$ cat src/rtl/moore_fsm_sequencer_pkg.sv
// Shared definitions for the Moore-detector sequencer: state encoding and default sizes.
package moore_fsm_sequencer_pkg;

  localparam int unsigned DEF_WIDTH = 8;
  localparam int unsigned DEF_CNT_W = 4;
  localparam int unsigned STATE_W   = 3;

  typedef enum logic [STATE_W-1:0] {
    S_IDLE  = 3'd0,
    S_CLEAR = 3'd1,
    S_SHIFT = 3'd2,
    S_DRAIN = 3'd3,
    S_DONE  = 3'd4
  } state_t;

endpackage

$ cat src/rtl/moore_fsm_sequencer_sat_counter.sv
// Up-counter with synchronous clear and enable; optionally holds at all-ones instead of wrapping.
module sat_counter #(
  parameter int unsigned W   = 4,
  parameter bit          SAT = 1'b1
) (
  input  logic         clk,
  input  logic         reset,
  input  logic         i_clr,
  input  logic         i_en,
  output logic [W-1:0] o_cnt
);

  localparam logic [W-1:0] MAX = '1;

  always_ff @(posedge clk) begin
    if (reset || i_clr) begin
      o_cnt <= '0;
    end else if (i_en && !(SAT && (o_cnt == MAX))) begin
      o_cnt <= o_cnt + W'(1);
    end
  end

endmodule

$ cat src/rtl/moore_fsm_sequencer.sv
// Sequences a serial Moore detector: clears it, shifts a word into W bit by bit,
// and counts Zout hits with a one-cycle lag so each shifted bit is sampled once.
module moore_fsm_sequencer
  import moore_fsm_sequencer_pkg::*;
#(
  parameter int unsigned WIDTH     = DEF_WIDTH,
  parameter int unsigned CNT_W     = DEF_CNT_W,
  parameter bit          MSB_FIRST = 1'b1
) (
  input  logic             clk,
  input  logic             reset,
  input  logic             start,
  input  logic [WIDTH-1:0] data_in,
  output logic             busy,
  output logic             done,
  output logic [CNT_W-1:0] match_count,
  output logic             w_out,
  input  logic             z_in,
  output logic             det_reset_n
);

  localparam int unsigned BIT_W = $clog2(WIDTH);

  state_t             r_state;
  logic [WIDTH-1:0]   r_shreg;
  logic               r_busy;
  logic               r_done;
  logic               r_w_out;
  logic               r_det_reset_n;
  logic               r_z_valid;

  logic               w_accept;
  logic               w_in_clear;
  logic               w_in_shift;
  logic               w_last_bit;
  logic               w_cur_bit;
  logic [WIDTH-1:0]   w_shreg_next;
  logic [BIT_W-1:0]   w_bit_cnt;

  always_comb begin
    w_accept     = (r_state == S_IDLE) && start;
    w_in_clear   = (r_state == S_CLEAR);
    w_in_shift   = (r_state == S_SHIFT);
    w_last_bit   = (w_bit_cnt == BIT_W'(WIDTH - 1));
    w_cur_bit    = MSB_FIRST ? r_shreg[WIDTH-1] : r_shreg[0];
    w_shreg_next = MSB_FIRST ? (r_shreg << 1) : (r_shreg >> 1);
  end

  // Outputs are loaded on the transition into a state so they are valid for that whole state.
  always_ff @(posedge clk) begin
    if (reset) begin
      r_state       <= S_IDLE;
      r_shreg       <= '0;
      r_busy        <= 1'b0;
      r_done        <= 1'b0;
      r_w_out       <= 1'b0;
      r_det_reset_n <= 1'b0;
      r_z_valid     <= 1'b0;
    end else begin
      r_done        <= 1'b0;
      r_w_out       <= 1'b0;
      r_det_reset_n <= 1'b1;
      r_z_valid     <= 1'b0;
      case (r_state)
        S_IDLE: begin
          if (start) begin
            r_state       <= S_CLEAR;
            r_shreg       <= data_in;
            r_busy        <= 1'b1;
            r_det_reset_n <= 1'b0;
          end
        end
        S_CLEAR: begin
          r_state <= S_SHIFT;
          r_w_out <= w_cur_bit;
          r_shreg <= w_shreg_next;
        end
        S_SHIFT: begin
          // Zout for this bit shows up next cycle, so mark that cycle as a sample.
          r_z_valid <= 1'b1;
          if (w_last_bit) begin
            r_state <= S_DRAIN;
          end else begin
            r_w_out <= w_cur_bit;
            r_shreg <= w_shreg_next;
          end
        end
        S_DRAIN: begin
          r_state <= S_DONE;
          r_done  <= 1'b1;
        end
        S_DONE: begin
          r_state <= S_IDLE;
          r_busy  <= 1'b0;
        end
        default: begin
          r_state <= S_IDLE;
          r_busy  <= 1'b0;
        end
      endcase
    end
  end

  sat_counter #(
    .W   (BIT_W),
    .SAT (1'b0)
  ) u_bit_cnt (
    .clk   (clk),
    .reset (reset),
    .i_clr (w_in_clear),
    .i_en  (w_in_shift),
    .o_cnt (w_bit_cnt)
  );

  sat_counter #(
    .W   (CNT_W),
    .SAT (1'b1)
  ) u_match_cnt (
    .clk   (clk),
    .reset (reset),
    .i_clr (w_accept),
    .i_en  (r_z_valid && z_in),
    .o_cnt (match_count)
  );

  assign busy        = r_busy;
  assign done        = r_done;
  assign w_out       = r_w_out;
  assign det_reset_n = r_det_reset_n;

endmodule
$ cat config.mk
export PLATFORM = sky130hd
export DESIGN_NAME = moore_fsm_sequencer
export DESIGN_NICKNAME = d
export VERILOG_FILES = /design/src/rtl/moore_fsm_sequencer_pkg.sv /design/src/rtl/moore_fsm_sequencer_sat_counter.sv /design/src/rtl/moore_fsm_sequencer.sv
export SDC_FILE = /design/constraint.sdc
export NUM_CORES = 1
export LEC_CHECK = 0
export CORE_MARGIN = 5
export CORE_UTILIZATION = 35
export DETAILED_ROUTE_END_ITERATION = 8
export PLACE_DENSITY = 0.57
export SYNTH_ARGS = -nofsm -noshare
export SYNTH_HDL_FRONTEND = slang
export SYNTH_HIERARCHICAL = 1
export SYNTH_SLANG_ARGS = --single-unit
$ cat constraint.sdc
create_clock -name clk -period 3.7 [get_ports clk]
set_clock_uncertainty 0.1 [all_clocks]
set_input_delay 0.555 -clock clk [delete_from_list [all_inputs] [get_ports clk]]
set_output_delay 0.555 -clock clk [all_outputs]
set_load 0.01 [all_outputs]
# Word-level counts from Yosys, hierarchy flattened
# Index checks and enable logic that the tools add are counted.
# Widths: inputs -> output; s select.
dict set report word_totals {
  reg_bits 23
}
dict set report op_classes {
  n_addsub 2
  eq_ne 8
  muxes 14
  bitwise 1
  reduce_logical 12
}
# operator count
set op_table {}
lappend op_table {{$pmux 8 s3} 1}
lappend op_table {{$mux 8} 2}
lappend op_table {{$pmux 3 s4} 1}
lappend op_table {{$eq 3x2->1 const B} 2}
lappend op_table {{$mux 1} 6}
lappend op_table {{$mux 3} 2}
lappend op_table {{$ne 2x2->1 const B} 3}
lappend op_table {{$add 4x1->4 const B} 1}
lappend op_table {{$eq 4x4->1 const B} 1}
lappend op_table {{$pmux 1 s2} 2}
lappend op_table {{$reduce_and 2->1} 2}
lappend op_table {{$add 3x1->3 const B} 1}
lappend op_table {{$eq 3x1->1 const B} 1}
lappend op_table {{$eq 3x3->1 const B} 1}
lappend op_table {{$logic_and 1x1->1} 3}
lappend op_table {{$logic_not 3->1} 1}
lappend op_table {{$reduce_and 3->1} 1}
lappend op_table {{$reduce_bool 3->1} 1}
lappend op_table {{$reduce_or 3->1} 1}
lappend op_table {{$logic_or 1x1->1} 2}
lappend op_table {{$logic_not 1->1} 1}
lappend op_table {{$not 1->1} 1}

# Longest topological paths before layout
dict set report logic_depth {
  depth_word 4
  depth_mapped 6
  ltp_nobuf 4
}

# By module
# Netlist, hierarchy kept.
# mod n_inst cells_each area_per_inst_um2
set modules_own_cells {}
lappend modules_own_cells {moore_fsm_sequencer 1 67 721.9}
lappend modules_own_cells {{sat_counter at u_match_cnt} 1 22 217.7}
lappend modules_own_cells {{sat_counter at u_bit_cnt} 1 11 131.4}

# Worst setup path before layout
# Ideal clock, no wire load.
dict set report synth_path {
  path_type {input-to-reg}
  start {input start}
  end {register u_match_cnt.o_cnt[3]}
  setup_ps 142
  arrival_time_ps 1413
  setup_slack_ps 2045
  path_stages 4
  path_buffers 0
  cell_sequence {nor4b_1 nor2_1 o211ai_2 o41ai_2}
}
dict set report synth_between {
  elab_chain_len 2
}
# item line
set synth_lines {}
lappend synth_lines {{start, declared} moore_fsm_sequencer.sv:12} ;# input logic start,
lappend synth_lines {{$logic_and 1x1->1} moore_fsm_sequencer.sv:41} ;# w_accept = (r_state == S_IDLE) && start;
lappend synth_lines {{$logic_or 1x1->1} moore_fsm_sequencer_sat_counter.sv:16} ;# if (reset || i_clr) begin
lappend synth_lines {{end signal, assigned} moore_fsm_sequencer_sat_counter.sv:19} ;# o_cnt <= o_cnt + W'(1);
lappend synth_lines {{end, declared} moore_fsm_sequencer_sat_counter.sv:10} ;# output logic [W-1:0] o_cnt
# Every way passes these cells.
# A chain may end at the register's enable or synchronous reset.

# Final worst setup path
dict set report layout_path {
  start {input start}
  end {register u_match_cnt.o_cnt[3]}
}
dict set report layout_between {
  elab_chain_len 2
}
# item line
set layout_lines {}
lappend layout_lines {{$logic_and 1x1->1} moore_fsm_sequencer.sv:41}
lappend layout_lines {{net w_accept} moore_fsm_sequencer.sv:32} ;# logic w_accept;
lappend layout_lines {{$logic_or 1x1->1} moore_fsm_sequencer_sat_counter.sv:16}
# The timed path passes the listed nets, and every way through them passes these cells.

==> summary.txt <==
Cells and area
  • Final Net Count: 134
  • P&R area growth vs syn: 21.1%
  • Antenna Cells: 0
  • Ratio of cells with drive above 1 in the final layout: 12.6%

STA
  • Worst slew margin: 44.9%
  • Fmax: 0.489 GHz
  • Final period util: 55.3%
  • Unrepaired setup endpoints after global routing: no
  • Slew Limit Fails: 0
  • Worst slew pin tran: 0.825 ns
  • Setup_tns: 0 ns
  • Final Hold Fails: 0
  • Final hold slack: 0.384 ns
  • # setup viols final: 0
  • Final worst path period need: 2.05 ns

Clock network
  • CTS HTree Levels: 1
  • Clock Latency Late Sink: 0.31 ns
  • CTS Sinks: 23
  • Worst-path clk slew: 0.13 ns
  • TritonCTS buffer count: 3
  • Clock tree root buffer cell: clkbuf_4
  • CTS tree: done
  • CTS Buffer Depth: 2
  • Cts repair resizes: 0
  • # hold bufs at CTS: 0
  • # Post-CTS Setup Buffers: 0

Detailed routing
  • Final routed DRC violation total: 0
  • Detailed Route Iter0 Violations: 47
  • Vias: 808
  • Routed Antenna Nets: 0
  • DR pass1 iterations: 4
  • Average wire per standard cell: 13.3 um
  • Via density per instance: 5.32
  • Final WL: 2020 um

Yosys
  • Area of the mapped netlist: 0.00107 sq mm
  • Avg Cell Area, Syn: 10.7 sq um
  • Synthesized flop and latch total: 23
  • Post-synth EDFFs: 0
  • Post-synthesis sequential area ratio: 43.0%
  • Unique masters post-synth: 36
  • Cells after Synth: 100
  • Main synth FF type: dfxtp_1
  • Post-synth net total: 114
  • Yosys warns: 6
  • Post-synth ARST share: 0%

Setup path
  • Max stage delay cell, worst path: nor4b_1
  • Crit path from: start
  • CP endpoint kind: flip-flop
  • Worst setup SP type: input port
  • CP bufs+invs: 1
  • Critical path data arrival time: 2.13 ns
  • CP delay by family, top: simple AND/OR/NAND/NOR gates
  • Type of the worst setup path: in -> reg
  • CP Data Required Time: 3.79 ns
  • Critical Path Fanout Max: 5
  • Reg2Reg Launch Point: r_state[1]$_SDFFE_PP0P_
  • Max incr delay on CP: 0.62 ns
  • CP cell instances: clkdlybuf4s50_1, nor4b_1, nor2_1, o211ai_2, o41ai_2

Power
  • Leakage power: 0.450 nW
  • Worst vdd ir: 0.236 mV
  • P per Cell Area: 385 mW/mm^2

GRT
  • Vias in the first global route: 780
  • First-pass GRT wire length: 3620 um
  • Tot GR Track Use: 11.0%
  • Initial antenna violation count: 0
  • Largest net degree at the start of global routing: 17
  • Gr ovfl total: 0

Placement
  • Number of port buffers: 19
  • Dpl hpwl: 1460 um
  • RD Place Congestion: 0.736

Hold path
  • Hold/Removal Path Class: reg -> reg
  • Hold path start: r_shreg[0]$_SDFFE_PP0P_

Die
  • I/O pin total: 20
  • Core Region: 0.00300 sq mm
  • Die ar.: 0.00427 sq mm
  • Row count: 20
  • Initial core utilization: 35.7%
  • Die width: 65.3 um
  • Die Ht: 65.3 um

Run
  • MaxCap Viol Count: 0

Status
  • Outcome: complete, no violations
## power by group
group          leakage (nW)  switching, mW  internal [mW]
logic                 0.247         0.0454         0.0534
clock network        0.0150         0.0750         0.0421
registers             0.188         0.0170          0.266
## path summary, 6_finish.rpt
check | to | slack (ns) | cells past startpoint
worst max-delay path | u_match_cnt/o_cnt[3]$_SDFFE_PP0P_ | 1.65 | 5
worst min register to register | r_shreg[0]$_SDFFE_PP0P_ | 0.38 | 2
worst min-delay path | r_shreg[0]$_SDFFE_PP0P_ | 0.38 | 2
worst max register to register | u_bit_cnt/o_cnt[2]$_SDFFE_PP0P_ | 1.74 | 3
## registers in the layout (all words and copies together) (netlist names)
| register | flops |
|---|---|
| busy | 1 |
| r_z_valid | 1 |
| done | 1 |
| det_reset_n | 1 |
| r_shreg | 8 |
| r_state | 3 |
| u_match_cnt/o_cnt | 4 |
| u_bit_cnt/o_cnt | 3 |
| w_out | 1 |
## area by class of cell
| type | count | area, sq um |
|---|---|---|
| multi-input combinational | 71 | 568 |
| sequential | 23 | 460 |
| tap | 33 | 41.3 |
| timing repair buffer | 20 | 198 |
| clock buffer | 4 | 26.3 |
| inverter | 1 | 3.75 |
| fill | 304 | 1710 |
## worst min-delay path: stages (launching register included)
cell and delay (ns):
dfxtp_1 0.33, nand2b_1 0.06, a21oi_1 0.06
## synthesized netlist by cell type, types with 2 or more instances
library cell / count / area, sq um
nand3_1: 3 / 15.0
nand3b_1: 2 / 15.0
nand4b_1: 2 / 17.5
nor4bb_1: 2 / 20.0
a21oi_1: 4 / 20.0
a211oi_1: 7 / 52.6
nand2_1: 2 / 7.51
nor4b_1: 2 / 17.5
nor3b_1: 3 / 22.5
mux2i_1: 8 / 80.1
nand4_1: 2 / 12.5
ha_1: 2 / 25.0
nor2_1: 12 / 45.0
buf_6: 2 / 22.5
dfxtp_1: 23 / 460
nor3_1: 4 / 20.0
## stage by stage
stage          cells  worst slack [ns]  total power [mW]  utilization [%]  area, sq um
5_1_grt          152              1.48             0.533             43.2         1300
6_report         152              1.65             0.499             43.2         1300
2_1_floorplan    100              2.04             0.361                -         1070
4_1_cts          152              1.62             0.508             43.2         1300
3_3_place_gp     148              1.33             0.386             42.3         1270
3_5_place_dp     148              1.29             0.389             42.3         1270
## cell families after synthesis
family / share of synthesized area, %
xor+xnor: 3.39
buf+inv: 3.97
flops: 43.0
fa+ha+maj: 2.34
mux: 7.48
compound gates: 17.8
simple gates: 22.1
## cell usage in the layout, fill, tap and decap left out, drive strengths merged, types with 2 or more instances in the layout
master	netlist	routed
a211oi	8	8
xnor2	2	2
nor3	4	4
nand4	2	2
clkdlybuf4s50	0	19
o211ai	2	2
nor2	13	13
nand3b	2	2
nor4b	2	2
a21oi	5	5
clkbuf	1	4
nand2	2	2
dfxtp	23	23
ha	2	2
nor4bb	2	2
nand3	3	3
mux2i	8	8
nor3b	3	3
nand4b	2	2
## layer usage
layer,track usage [%],wire [um],vias to the layer above
met5,0,0,-
met4,2.33,17,0
met3,4.79,93,2
met2,18.1,950,17
met1,13.2,954,379
li1,-,-,410
Power figures use the tool's default switching activity.
